$ cat src/rtl/mem_fill_arbiter_if.sv
// Handshake bundle between the I/D cache controllers, the fill arbiter and main memory.
// The slave modport is the arbiter's view; master is the caches/memory side.
interface mem_fill_arbiter_if #(
    parameter int ADDR_W      = 16,
    parameter int DATA_W      = 16,
    parameter int BLOCK_WORDS = 8
);
    localparam int IDX_W = $clog2(BLOCK_WORDS);

    logic              i_req;
    logic [ADDR_W-1:0] i_addr;
    logic              i_fill_we;
    logic [IDX_W-1:0]  i_fill_idx;
    logic [DATA_W-1:0] i_fill_data;
    logic              i_done;

    logic              d_req;
    logic [ADDR_W-1:0] d_addr;
    logic              d_wr_req;
    logic [ADDR_W-1:0] d_wr_addr;
    logic [DATA_W-1:0] d_wr_data;
    logic              d_wr_ack;
    logic              d_fill_we;
    logic [IDX_W-1:0]  d_fill_idx;
    logic [DATA_W-1:0] d_fill_data;
    logic              d_done;

    logic              mem_en;
    logic              mem_wr;
    logic [ADDR_W-1:0] mem_addr;
    logic [DATA_W-1:0] mem_wdata;
    logic [DATA_W-1:0] mem_rdata;
    logic              mem_rvalid;

    modport slave (
        input  i_req, i_addr, d_req, d_addr, d_wr_req, d_wr_addr, d_wr_data,
               mem_rdata, mem_rvalid,
        output i_fill_we, i_fill_idx, i_fill_data, i_done,
               d_wr_ack, d_fill_we, d_fill_idx, d_fill_data, d_done,
               mem_en, mem_wr, mem_addr, mem_wdata
    );

    modport master (
        output i_req, i_addr, d_req, d_addr, d_wr_req, d_wr_addr, d_wr_data,
               mem_rdata, mem_rvalid,
        input  i_fill_we, i_fill_idx, i_fill_data, i_done,
               d_wr_ack, d_fill_we, d_fill_idx, d_fill_data, d_done,
               mem_en, mem_wr, mem_addr, mem_wdata
    );
endinterface

$ cat src/rtl/mem_fill_arbiter.sv
// Shares one pipelined memory between I-cache fills, D-cache fills and D-side write-through
// stores. Strict D priority, no preemption; every output is registered.
module mem_fill_arbiter #(
    parameter int ADDR_W      = 16,
    parameter int DATA_W      = 16,
    parameter int BLOCK_WORDS = 8
) (
    input logic               clk,
    input logic               rst_n,
    mem_fill_arbiter_if.slave bus
);
    localparam int                IDX_W    = $clog2(BLOCK_WORDS);
    localparam logic [ADDR_W-1:0] OFF_MASK = ADDR_W'(2 * BLOCK_WORDS - 1);
    localparam logic [IDX_W-1:0]  LAST_IDX = IDX_W'(BLOCK_WORDS - 1);

    typedef enum logic [1:0] {
        IDLE   = 2'd0,
        STORE  = 2'd1,
        FILL_D = 2'd2,
        FILL_I = 2'd3
    } state_t;

    state_t            state_r;
    logic [ADDR_W-1:0] base_r;
    logic [IDX_W-1:0]  issueCnt_r;
    logic [IDX_W-1:0]  retCnt_r;
    logic              issuing_r;
    logic              finishing_r;
    logic [IDX_W-1:0]  nextIdx_s;
    logic [ADDR_W-1:0] nextAddr_s;

    function automatic logic [ADDR_W-1:0] blockBase(input logic [ADDR_W-1:0] addr);
        return addr & ~OFF_MASK;
    endfunction

    // Next issue address; the offset only fills cleared low bits, so it never leaves the block.
    always_comb begin
        nextIdx_s  = issueCnt_r + IDX_W'(1);
        nextAddr_s = base_r + ADDR_W'({nextIdx_s, 1'b0});
    end

    // Arbitration FSM; strobes and bus outputs default low and are only raised while in use.
    always_ff @(posedge clk) begin
        if (!rst_n) begin
            state_r         <= IDLE;
            base_r          <= '0;
            issueCnt_r      <= '0;
            retCnt_r        <= '0;
            issuing_r       <= 1'b0;
            finishing_r     <= 1'b0;
            bus.mem_en      <= 1'b0;
            bus.mem_wr      <= 1'b0;
            bus.mem_addr    <= '0;
            bus.mem_wdata   <= '0;
            bus.d_wr_ack    <= 1'b0;
            bus.i_fill_we   <= 1'b0;
            bus.i_fill_idx  <= '0;
            bus.i_fill_data <= '0;
            bus.i_done      <= 1'b0;
            bus.d_fill_we   <= 1'b0;
            bus.d_fill_idx  <= '0;
            bus.d_fill_data <= '0;
            bus.d_done      <= 1'b0;
        end else begin
            bus.mem_en      <= 1'b0;
            bus.mem_wr      <= 1'b0;
            bus.mem_addr    <= '0;
            bus.mem_wdata   <= '0;
            bus.d_wr_ack    <= 1'b0;
            bus.i_fill_we   <= 1'b0;
            bus.i_fill_idx  <= '0;
            bus.i_fill_data <= '0;
            bus.i_done      <= 1'b0;
            bus.d_fill_we   <= 1'b0;
            bus.d_fill_idx  <= '0;
            bus.d_fill_data <= '0;
            bus.d_done      <= 1'b0;
            case (state_r)
                IDLE: begin
                    issueCnt_r  <= '0;
                    retCnt_r    <= '0;
                    finishing_r <= 1'b0;
                    if (bus.d_wr_req) begin
                        state_r       <= STORE;
                        bus.mem_en    <= 1'b1;
                        bus.mem_wr    <= 1'b1;
                        bus.mem_addr  <= bus.d_wr_addr;
                        bus.mem_wdata <= bus.d_wr_data;
                        bus.d_wr_ack  <= 1'b1;
                    end else if (bus.d_req) begin
                        state_r      <= FILL_D;
                        base_r       <= blockBase(bus.d_addr);
                        issuing_r    <= 1'b1;
                        bus.mem_en   <= 1'b1;
                        bus.mem_addr <= blockBase(bus.d_addr);
                    end else if (bus.i_req) begin
                        state_r      <= FILL_I;
                        base_r       <= blockBase(bus.i_addr);
                        issuing_r    <= 1'b1;
                        bus.mem_en   <= 1'b1;
                        bus.mem_addr <= blockBase(bus.i_addr);
                    end else begin
                        state_r <= IDLE;
                    end
                end
                STORE: begin
                    state_r <= IDLE;
                end
                FILL_D, FILL_I: begin
                    // The done cycle is spent here so the requester can drop req before IDLE samples.
                    if (finishing_r) begin
                        state_r     <= IDLE;
                        finishing_r <= 1'b0;
                    end else begin
                        if (issuing_r) begin
                            if (issueCnt_r == LAST_IDX) begin
                                issuing_r <= 1'b0;
                            end else begin
                                issueCnt_r   <= nextIdx_s;
                                bus.mem_en   <= 1'b1;
                                bus.mem_addr <= nextAddr_s;
                            end
                        end
                        if (bus.mem_rvalid) begin
                            if (state_r == FILL_D) begin
                                bus.d_fill_we   <= 1'b1;
                                bus.d_fill_idx  <= retCnt_r;
                                bus.d_fill_data <= bus.mem_rdata;
                                bus.d_done      <= (retCnt_r == LAST_IDX);
                            end else begin
                                bus.i_fill_we   <= 1'b1;
                                bus.i_fill_idx  <= retCnt_r;
                                bus.i_fill_data <= bus.mem_rdata;
                                bus.i_done      <= (retCnt_r == LAST_IDX);
                            end
                            retCnt_r <= retCnt_r + IDX_W'(1);
                            if (retCnt_r == LAST_IDX) begin
                                finishing_r <= 1'b1;
                                issuing_r   <= 1'b0;
                            end
                        end
                    end
                end
                default: begin
                    state_r <= IDLE;
                end
            endcase
        end
    end
endmodule
$ cat src/flat_wrapper.sv
// flat-port wrapper written by rule: the top's interface ports become plain ports
module mem_fill_arbiter_flat 
#(
    parameter int ADDR_W      = 16,
    parameter int DATA_W      = 16,
    parameter int BLOCK_WORDS = 8
)
  (clk, rst_n, bus_i_req, bus_i_addr, bus_d_req, bus_d_addr, bus_d_wr_req, bus_d_wr_addr, bus_d_wr_data, bus_mem_rdata, bus_mem_rvalid, bus_i_fill_we, bus_i_fill_idx, bus_i_fill_data, bus_i_done, bus_d_wr_ack, bus_d_fill_we, bus_d_fill_idx, bus_d_fill_data, bus_d_done, bus_mem_en, bus_mem_wr, bus_mem_addr, bus_mem_wdata);
  mem_fill_arbiter_if #(.ADDR_W(ADDR_W), .DATA_W(DATA_W), .BLOCK_WORDS(BLOCK_WORDS)) bus_i ();
  input logic clk;
  input logic rst_n;
  input wire logic [$bits(bus_i.i_req)-1:0] bus_i_req;
  input wire logic [$bits(bus_i.i_addr)-1:0] bus_i_addr;
  input wire logic [$bits(bus_i.d_req)-1:0] bus_d_req;
  input wire logic [$bits(bus_i.d_addr)-1:0] bus_d_addr;
  input wire logic [$bits(bus_i.d_wr_req)-1:0] bus_d_wr_req;
  input wire logic [$bits(bus_i.d_wr_addr)-1:0] bus_d_wr_addr;
  input wire logic [$bits(bus_i.d_wr_data)-1:0] bus_d_wr_data;
  input wire logic [$bits(bus_i.mem_rdata)-1:0] bus_mem_rdata;
  input wire logic [$bits(bus_i.mem_rvalid)-1:0] bus_mem_rvalid;
  output wire logic [$bits(bus_i.i_fill_we)-1:0] bus_i_fill_we;
  output wire logic [$bits(bus_i.i_fill_idx)-1:0] bus_i_fill_idx;
  output wire logic [$bits(bus_i.i_fill_data)-1:0] bus_i_fill_data;
  output wire logic [$bits(bus_i.i_done)-1:0] bus_i_done;
  output wire logic [$bits(bus_i.d_wr_ack)-1:0] bus_d_wr_ack;
  output wire logic [$bits(bus_i.d_fill_we)-1:0] bus_d_fill_we;
  output wire logic [$bits(bus_i.d_fill_idx)-1:0] bus_d_fill_idx;
  output wire logic [$bits(bus_i.d_fill_data)-1:0] bus_d_fill_data;
  output wire logic [$bits(bus_i.d_done)-1:0] bus_d_done;
  output wire logic [$bits(bus_i.mem_en)-1:0] bus_mem_en;
  output wire logic [$bits(bus_i.mem_wr)-1:0] bus_mem_wr;
  output wire logic [$bits(bus_i.mem_addr)-1:0] bus_mem_addr;
  output wire logic [$bits(bus_i.mem_wdata)-1:0] bus_mem_wdata;
  assign bus_i.i_req = bus_i_req;
  assign bus_i.i_addr = bus_i_addr;
  assign bus_i.d_req = bus_d_req;
  assign bus_i.d_addr = bus_d_addr;
  assign bus_i.d_wr_req = bus_d_wr_req;
  assign bus_i.d_wr_addr = bus_d_wr_addr;
  assign bus_i.d_wr_data = bus_d_wr_data;
  assign bus_i.mem_rdata = bus_mem_rdata;
  assign bus_i.mem_rvalid = bus_mem_rvalid;
  assign bus_i_fill_we = bus_i.i_fill_we;
  assign bus_i_fill_idx = bus_i.i_fill_idx;
  assign bus_i_fill_data = bus_i.i_fill_data;
  assign bus_i_done = bus_i.i_done;
  assign bus_d_wr_ack = bus_i.d_wr_ack;
  assign bus_d_fill_we = bus_i.d_fill_we;
  assign bus_d_fill_idx = bus_i.d_fill_idx;
  assign bus_d_fill_data = bus_i.d_fill_data;
  assign bus_d_done = bus_i.d_done;
  assign bus_mem_en = bus_i.mem_en;
  assign bus_mem_wr = bus_i.mem_wr;
  assign bus_mem_addr = bus_i.mem_addr;
  assign bus_mem_wdata = bus_i.mem_wdata;
  mem_fill_arbiter #(.ADDR_W(ADDR_W), .DATA_W(DATA_W), .BLOCK_WORDS(BLOCK_WORDS)) u_core (.clk(clk), .rst_n(rst_n), .bus(bus_i));
endmodule
$ cat config.mk
export PLATFORM = sky130hd
export DESIGN_NAME = mem_fill_arbiter_flat
export DESIGN_NICKNAME = d
export VERILOG_FILES = /design/src/rtl/mem_fill_arbiter_if.sv /design/src/rtl/mem_fill_arbiter.sv /design/src/flat_wrapper.sv
export SDC_FILE = /design/constraint.sdc
export NUM_CORES = 1
export LEC_CHECK = 0
export CORE_MARGIN = 4
export CORE_UTILIZATION = 55
export CTS_CLUSTER_SIZE = 16
export DETAILED_ROUTE_END_ITERATION = 16
export DONT_BUFFER_PORTS = 1
export GPL_ROUTABILITY_DRIVEN = 0
export PLACE_DENSITY = 0.73
export SLEW_MARGIN = 20
export SYNTH_ARGS = -nofsm -noshare
export SYNTH_HDL_FRONTEND = slang
export SYNTH_SLANG_ARGS = --single-unit
$ cat constraint.sdc
create_clock -name clk -period 1.42 [get_ports clk]
set_input_delay 0.355 -clock clk [delete_from_list [all_inputs] [get_ports clk]]
set_output_delay 0.355 -clock clk [all_outputs]
set_load 0.05 [all_outputs]
==> qor.yml, run 1 <==
grt:
  grt_max_degree: 45
  grt_remaining_overflow: 0
  grt_antenna_before_repair: 0
  grt_first_pass_wirelength_um: 11300
  grt_pass1_vias: 2251
  grt.total_usage_pct: 19.5
synthesis:
  ys_seq_area_share_pct: 58.8
  synthTopCellsByArea: "dfxtp_1 59%, and2_1 7.7%, a21boi_0 4.3%"
  synth_largest_area_cell: "dfxtp_1"
  yosys.area_share.simple_pct: 18.4
  syn_area_um2: 3340
  synth_mux_area_share_pct: 4.05
  avgSynthCellArea_um2: 10.8
  yosysTopAreaCellShare_pct: 58.8
  synthXorXnorAreaFrac_pct: 0
  synth_warnings: 0
  ys_ff_latch: 98
  synth_top_family_by_area: "simple AND/OR/NAND/NOR gates"
  yosys.cell_types.count: 35
  synth-adder-area-share_pct: 1.87
  syn_nets: 399
  synth_compound_area_share_pct: 13.5
  syn_inst: 308
routing:
  wl_per_cell_um: 18.1
  ant_nets: 0
  drc: 0
  vias: 2220
  wirelength_um: 7110
  first_pass_iters: 4
  drtIter0Drc: 50
  vias_per_cell: 5.65
worst_setup_path:
  end_kind: "register"
  crit_required_ns: 1.66
  worst_ep_arrival_time_ns: 1.64
  cp_num_cells: 5
  crit_slowest_cell: "dfxtp_2"
  crit_family: "simple AND/OR/NAND/NOR gates"
  critPathMaxFanout: 3
  worstPathCellList: "ha_4, ha_2, nand4bb_4, and3_1, o21a_1"
  crit_path_start_kind: "register"
  cp_slowest_stage_delay_ns: 0.34
  crit_type: "register to register"
  reg2reg_depth: 5
  worst-path-buf-inv: 0
cells_and_area:
  syn2layout_area_growth_pct: 16.1
  fin_nets: 404
  mostFrequentLayoutCell: "dfxtp_1"
  final_cell_mix: "95 x dfxtp_1, 41 x and2_1, 19 x and3_1, 19 x nand3_1, 17 x a21boi_0"
  diodes: 0
  fillers: 461
  drive_above_1_share_pct: 24.5
power_and_ir_drop:
  power.internal_uw: 3920
  combPwrFrac_pct: 8.1
  p_switching_uw: 1500
  ir_drop_v: 0.000747
  pwr-share-clk_pct: 33.6
  power_frac_seq_pct: 58.4
  p_leak_uw: 0.00151
  totalPowerFinal_uw: 5410
  cellPowerDensity_nw_per_um2: 1400
  swShare_pct: 27.7
clock_network:
  clkSinkCount: 98
  cts.hold.buffers_added: 0
  clk_pin_slew_worst_paths_ns: 0.10
  numCtsBuffers: 9
  cts_max_path_buffers: 2
  clock_latency_ns: 0.35
  tritoncts: "yes"
  cts_root_buf: "clkbuf_8"
  htreeDepth: 3
outcome:
  status: "finished, final reports clean"
timing:
  slew_violations: 0
  tightest_slew_ns: 0.517
  finalClockSkew_ns: 0.00873
  relSlewSlack_pct: 65.5
  final-setup-viol-count: 0
  hold_ws_ns: 0.118
  fin_crit_sh_pct: 98.4
  min_period_ns: 1.40
  hold_viol_final: 0
  fmax_mhz: 715
  rsz0062_at_grt: "true"
die:
  ios: 163
  die_area_um2: 7380
  die_h_um: 85.9
  core_area_um2: 5920
  initial_core_util_pct: 56.4
  rows: 28
  die_w_um: 85.9
hold_path:
  min_path_type: "primary input to register"
  min_path_cells: 1
placement:
  dp_hpwl_um: 5040
  portBuffers: 0
run:
  maxCapViolCount: 0
[synthesized netlist by cell type]
library cell   n
inv_1          2
and2_1        41
o221a_2        1
buf_4          3
buf_1          1
ha_1           5
a22oi_1       12
nand4bb_1      1
a21boi_0      19
buf_2          9
nand3_1       19
nor2b_1        3
clkbuf_1       8
and3_1        19
nor4bb_1       1
a32oi_1        1
nor3b_2        1
or2_1          1
nand2_1        4
dfxtp_1       98
clkbuf_2       1
nor2_1         5
and4bb_2       1
o21ai_0       13
a2bb2oi_1      1
and4_1         2
o21ai_1        1
nand3b_1       2
a21oi_1       14
o21bai_1       1
o21ba_2        1
nor2_2         1
o31ai_1        1
mux2_2        12
o21a_1         3
[layout make-up]
cell class / count / area, um2 / share of cell area (%)
well taps: 75 / 93.8 / 2.42
clock buffers: 9 / 124 / 3.20
multi-input cells: 186 / 1420 / 36.8
clock inverters: 7 / 86.3 / 2.23
inverters: 2 / 7.51 / 0.194
repair buffers: 16 / 173 / 4.46
flip-flops and latches: 98 / 1970 / 50.7
[per-layer routing]
layer / wire length [um] / share of wire [%] / track usage [%]
met3: 686 / 9.6 / 6.82
met5: 0 / 0 / 0
met1: 2830 / 40 / 23.1
met2: 3500 / 49 / 32.5
met4: 94 / 1.3 / 7.34
[what timing repair did]
item / in CTS / in global routing
pin swaps: 17 / 12
setup buffers: 2 / 0
resized for setup: 22 / 17
cloned: 1 / 0
setup endpoints to repair: 16 / 31
[worst paths after layout]
check / start / end / slack (ns)
worst min register to register: u_core.base_r[13] / u_core.base_r[13] / 0.50
worst min-delay path: bus_mem_rdata[3] / u_core.bus.i_fill_data[3] / 0.12
worst max-delay path: u_core.issueCnt_r[0] / u_core.issueCnt_r[0] / 0.02
worst max register to register: u_core.issueCnt_r[0] / u_core.issueCnt_r[0] / 0.02
[per-stage QoR]
| step | setup slack [ns] | cell area [um2] | util (%) | setup TNS, ns | cells |
|---|---|---|---|---|---|
| global route | -0.0384 | 3870 | 65.4 | -0.173 | 393 |
| floorplan | 0.00224 | 3350 | - | 0 | 308 |
| detailed placement | -0.0411 | 3510 | 59.3 | -0.258 | 376 |
| finish | 0.0220 | 3870 | 65.4 | 0 | 393 |
| CTS | -0.0233 | 3860 | 65.3 | -0.172 | 395 |
| global placement | -0.0155 | 3510 | 59.3 | -0.0313 | 376 |
[registers in the layout, summed over array words and instances, names as in the netlist, 2 cells and up]
register	cells
u_core.bus.mem_addr	16
u_core.bus.mem_wdata	16
u_core.retCnt_r	3
u_core.bus.i_fill_data	16
u_core.state_r	2
u_core.base_r	12
u_core.bus.d_fill_data	16
u_core.bus.d_fill_idx	3
u_core.issueCnt_r	3
u_core.bus.i_fill_idx	3
[power groups by stage]
stage,sequential (uW),combinational (uW),clock [uW]
final,3160,436,1820
after CTS,3160,428,1870
after floorplan,3200,292,0
after detailed placement,3220,391,0
after global routing,3170,480,2000
after global placement,3220,385,0
[cells by family (layout without fill, tap and decap cells)]
logic type      Yosys count  in the layout
compound gates           68             68
fa+ha+maj                 5              5
buf+inv                  24             34
flops                    98             98
mux                      12             12
simple gates            101            101
Note: power is estimated with default switching activity, not from simulation.
==> run 2: changes to the inputs <==
Settings changed: RECOVER_POWER set to 50.
==> results of run 2 <==
The final DEF is identical to that of run 1; final timing and power are the same.
==> run 3: changes to the inputs <==
--- a/config.mk
+++ b/config.mk
@@ -7,4 +7,6 @@
 export LEC_CHECK = 0
+export ABC_CLOCK_PERIOD_IN_PS = 1420
 export CORE_MARGIN = 4
 export CORE_UTILIZATION = 55
+export CTS_CLUSTER_DIAMETER = 200
 export CTS_CLUSTER_SIZE = 16
==> constraint.sdc (replaced) <==
create_clock -name clk -period 1.42 [get_ports clk]
set_input_delay 0.284 -clock clk [delete_from_list [all_inputs] [get_ports clk]]
set_output_delay 0.284 -clock clk [all_outputs]
set_load 0.05 [all_outputs]
==> run 3 against run 2 <==
Net effect:
- final cell count stayed put
- fmax increased by 0.11%
- sequential cell count unchanged
- power shrank 3.5%
- non-clock buffer count unchanged
- clock power shrank 9.9%
- largest cell class unchanged
- largest power group unchanged
- highest routed layer unchanged
==> qor.yml, run 3 (synthesis gave the netlist of run 1 again) <==
die:
  die_w_um: 85.9
  ios: 163
  core_area_um2: 5920
  die_area_um2: 7380
  initial_core_util_pct: 56.4
  die_h_um: 85.9
  rows: 28
timing:
  relSlewSlack_pct: 65.8
  slew_violations: 0
  fmax_mhz: 716
  hold_viol_final: 0
  fin_crit_sh_pct: 98.3
  finalSetupTns_ns: 0
  min_period_ns: 1.40
  final-setup-viol-count: 0
  hold_ws_ns: 0.0417
  tightest_slew_ns: 0.513
  rsz0062_at_grt: "true"
  finalClockSkew_ns: 0.00988
clock_network:
  numCtsBuffers: 9
  htreeDepth: 3
  clk_pin_slew_worst_paths_ns: 0.10
  cts_max_path_buffers: 2
  clock_latency_ns: 0.35
  clkSinkCount: 98
  tritoncts: "yes"
  cts_root_buf: "clkbuf_8"
worst_setup_path:
  path_common_cell: "ha_4"
  crit_slowest_cell: "dfxtp_2"
  end_kind: "register"
  worstPathCellList: "ha_4, ha_4, and4bb_2, buf_6, a22oi_2, a21oi_1"
  cp_slowest_stage_delay_ns: 0.34
  critPathMaxFanout: 6
  worst_ep_arrival_time_ns: 1.67
  reg2reg_depth: 6
  crit_path_start_kind: "register"
  crit_type: "register to register"
  crit_required_ns: 1.70
routing:
  ant_nets: 0
  drtIter0Drc: 64
  wl_per_cell_um: 18.4
  vias_per_cell: 5.73
  vias: 2250
  drc: 0
  wirelength_um: 7240
  first_pass_iters: 4
cells_and_area:
  final_cell_mix: "94 x dfxtp_1, 41 x and2_1, 19 x nand3_1, 18 x and3_1, 17 x a21boi_0"
  stdcell_count: 393
  diodes: 0
  finish.utilization_pct: 64.3
  fin_nets: 404
  syn2layout_area_growth_pct: 14.1
  drive_above_1_share_pct: 22.0
  mostFrequentLayoutCell: "dfxtp_1"
hold_path:
  min_path_type: "primary input to register"
  min_path_cells: 1
placement:
  placed_cells: 376
  portBuffers: 0
  dp_hpwl_um: 5030
run:
  maxCapViolCount: 0
grt:
  grt_first_pass_wirelength_um: 11600
  grt.total_usage_pct: 20.4
  grt_antenna_before_repair: 0
  grt_pass1_vias: 2359
  grt_remaining_overflow: 0
  grt_max_degree: 45
power_and_ir_drop:
  ir_drop_v: 0.000827
  cellPowerDensity_nw_per_um2: 1370
  p_leak_uw: 0.00148
outcome:
  status: "finished, final reports clean"
## run 3: cell type report
| type | count | area [um2] |
|---|---|---|
| clock inverters | 7 | 57.6 |
| inverters | 2 | 7.51 |
| clock buffers | 9 | 124 |
| repair buffers | 16 | 165 |
| fillers | 469 | 2110 |
| well taps | 75 | 93.8 |
| multi-input cells | 186 | 1390 |
| flip-flops and latches | 98 | 1970 |
## run 3: power breakdown
group          switching [uW]  internal, uW
sequential                308          2850
clock                     977           664
combinational             221           202
## run 3: path summary, 6_finish.rpt
check / to / from / slack [ns]
max: u_core.bus.mem_addr[6] / u_core.issueCnt_r[1] / 0.02
max reg2reg: u_core.bus.mem_addr[6] / u_core.issueCnt_r[1] / 0.02
min: u_core.bus.i_fill_data[15] / bus_mem_rdata[15] / 0.04
min reg2reg: u_core.issueCnt_r[1] / u_core.issueCnt_r[1] / 0.49
## run 3: stage by stage
step	power, uW	cell area, um2	worst slack [ns]
4_1_cts	5280	3820	-0.0209
3_3_place_gp	3600	3510	-0.0147
2_1_floorplan	3490	3350	0.00224
6_report	5230	3810	0.0236
3_5_place_dp	3610	3510	-0.0390
5_1_grt	5470	3810	-0.0415
## run 3: worst max-delay path, delay by kind of cell, from the launching register on
family,cells,cell delay [ns]
AO/OA/AOI/OAI,2,0.21
adder cells (fa/ha/maj),2,0.31
buffers and inverters,1,0.15
flip-flops,1,0.34
AND/OR/NAND/NOR,1,0.32
## run 3: what timing repair did
| item | in CTS | in global routing |
|---|---|---|
| cloned | 1 | 0 |
| hold buffers | 0 | 0 |
| buffers inserted | 2 | 0 |
| endpoints found under the setup margin | 17 | 34 |
| pin swaps | 15 | 6 |
| resized for setup | 19 | 12 |
## run 3: layer usage
metal  up-vias  track usage, %  part of all wire [%]
met5         -               0                     0
met4         0            9.93                   1.9
met3        13            7.59                   9.8
met2       111            33.1                    49
met1      1051            23.5                    39
li1       1075               -                     -
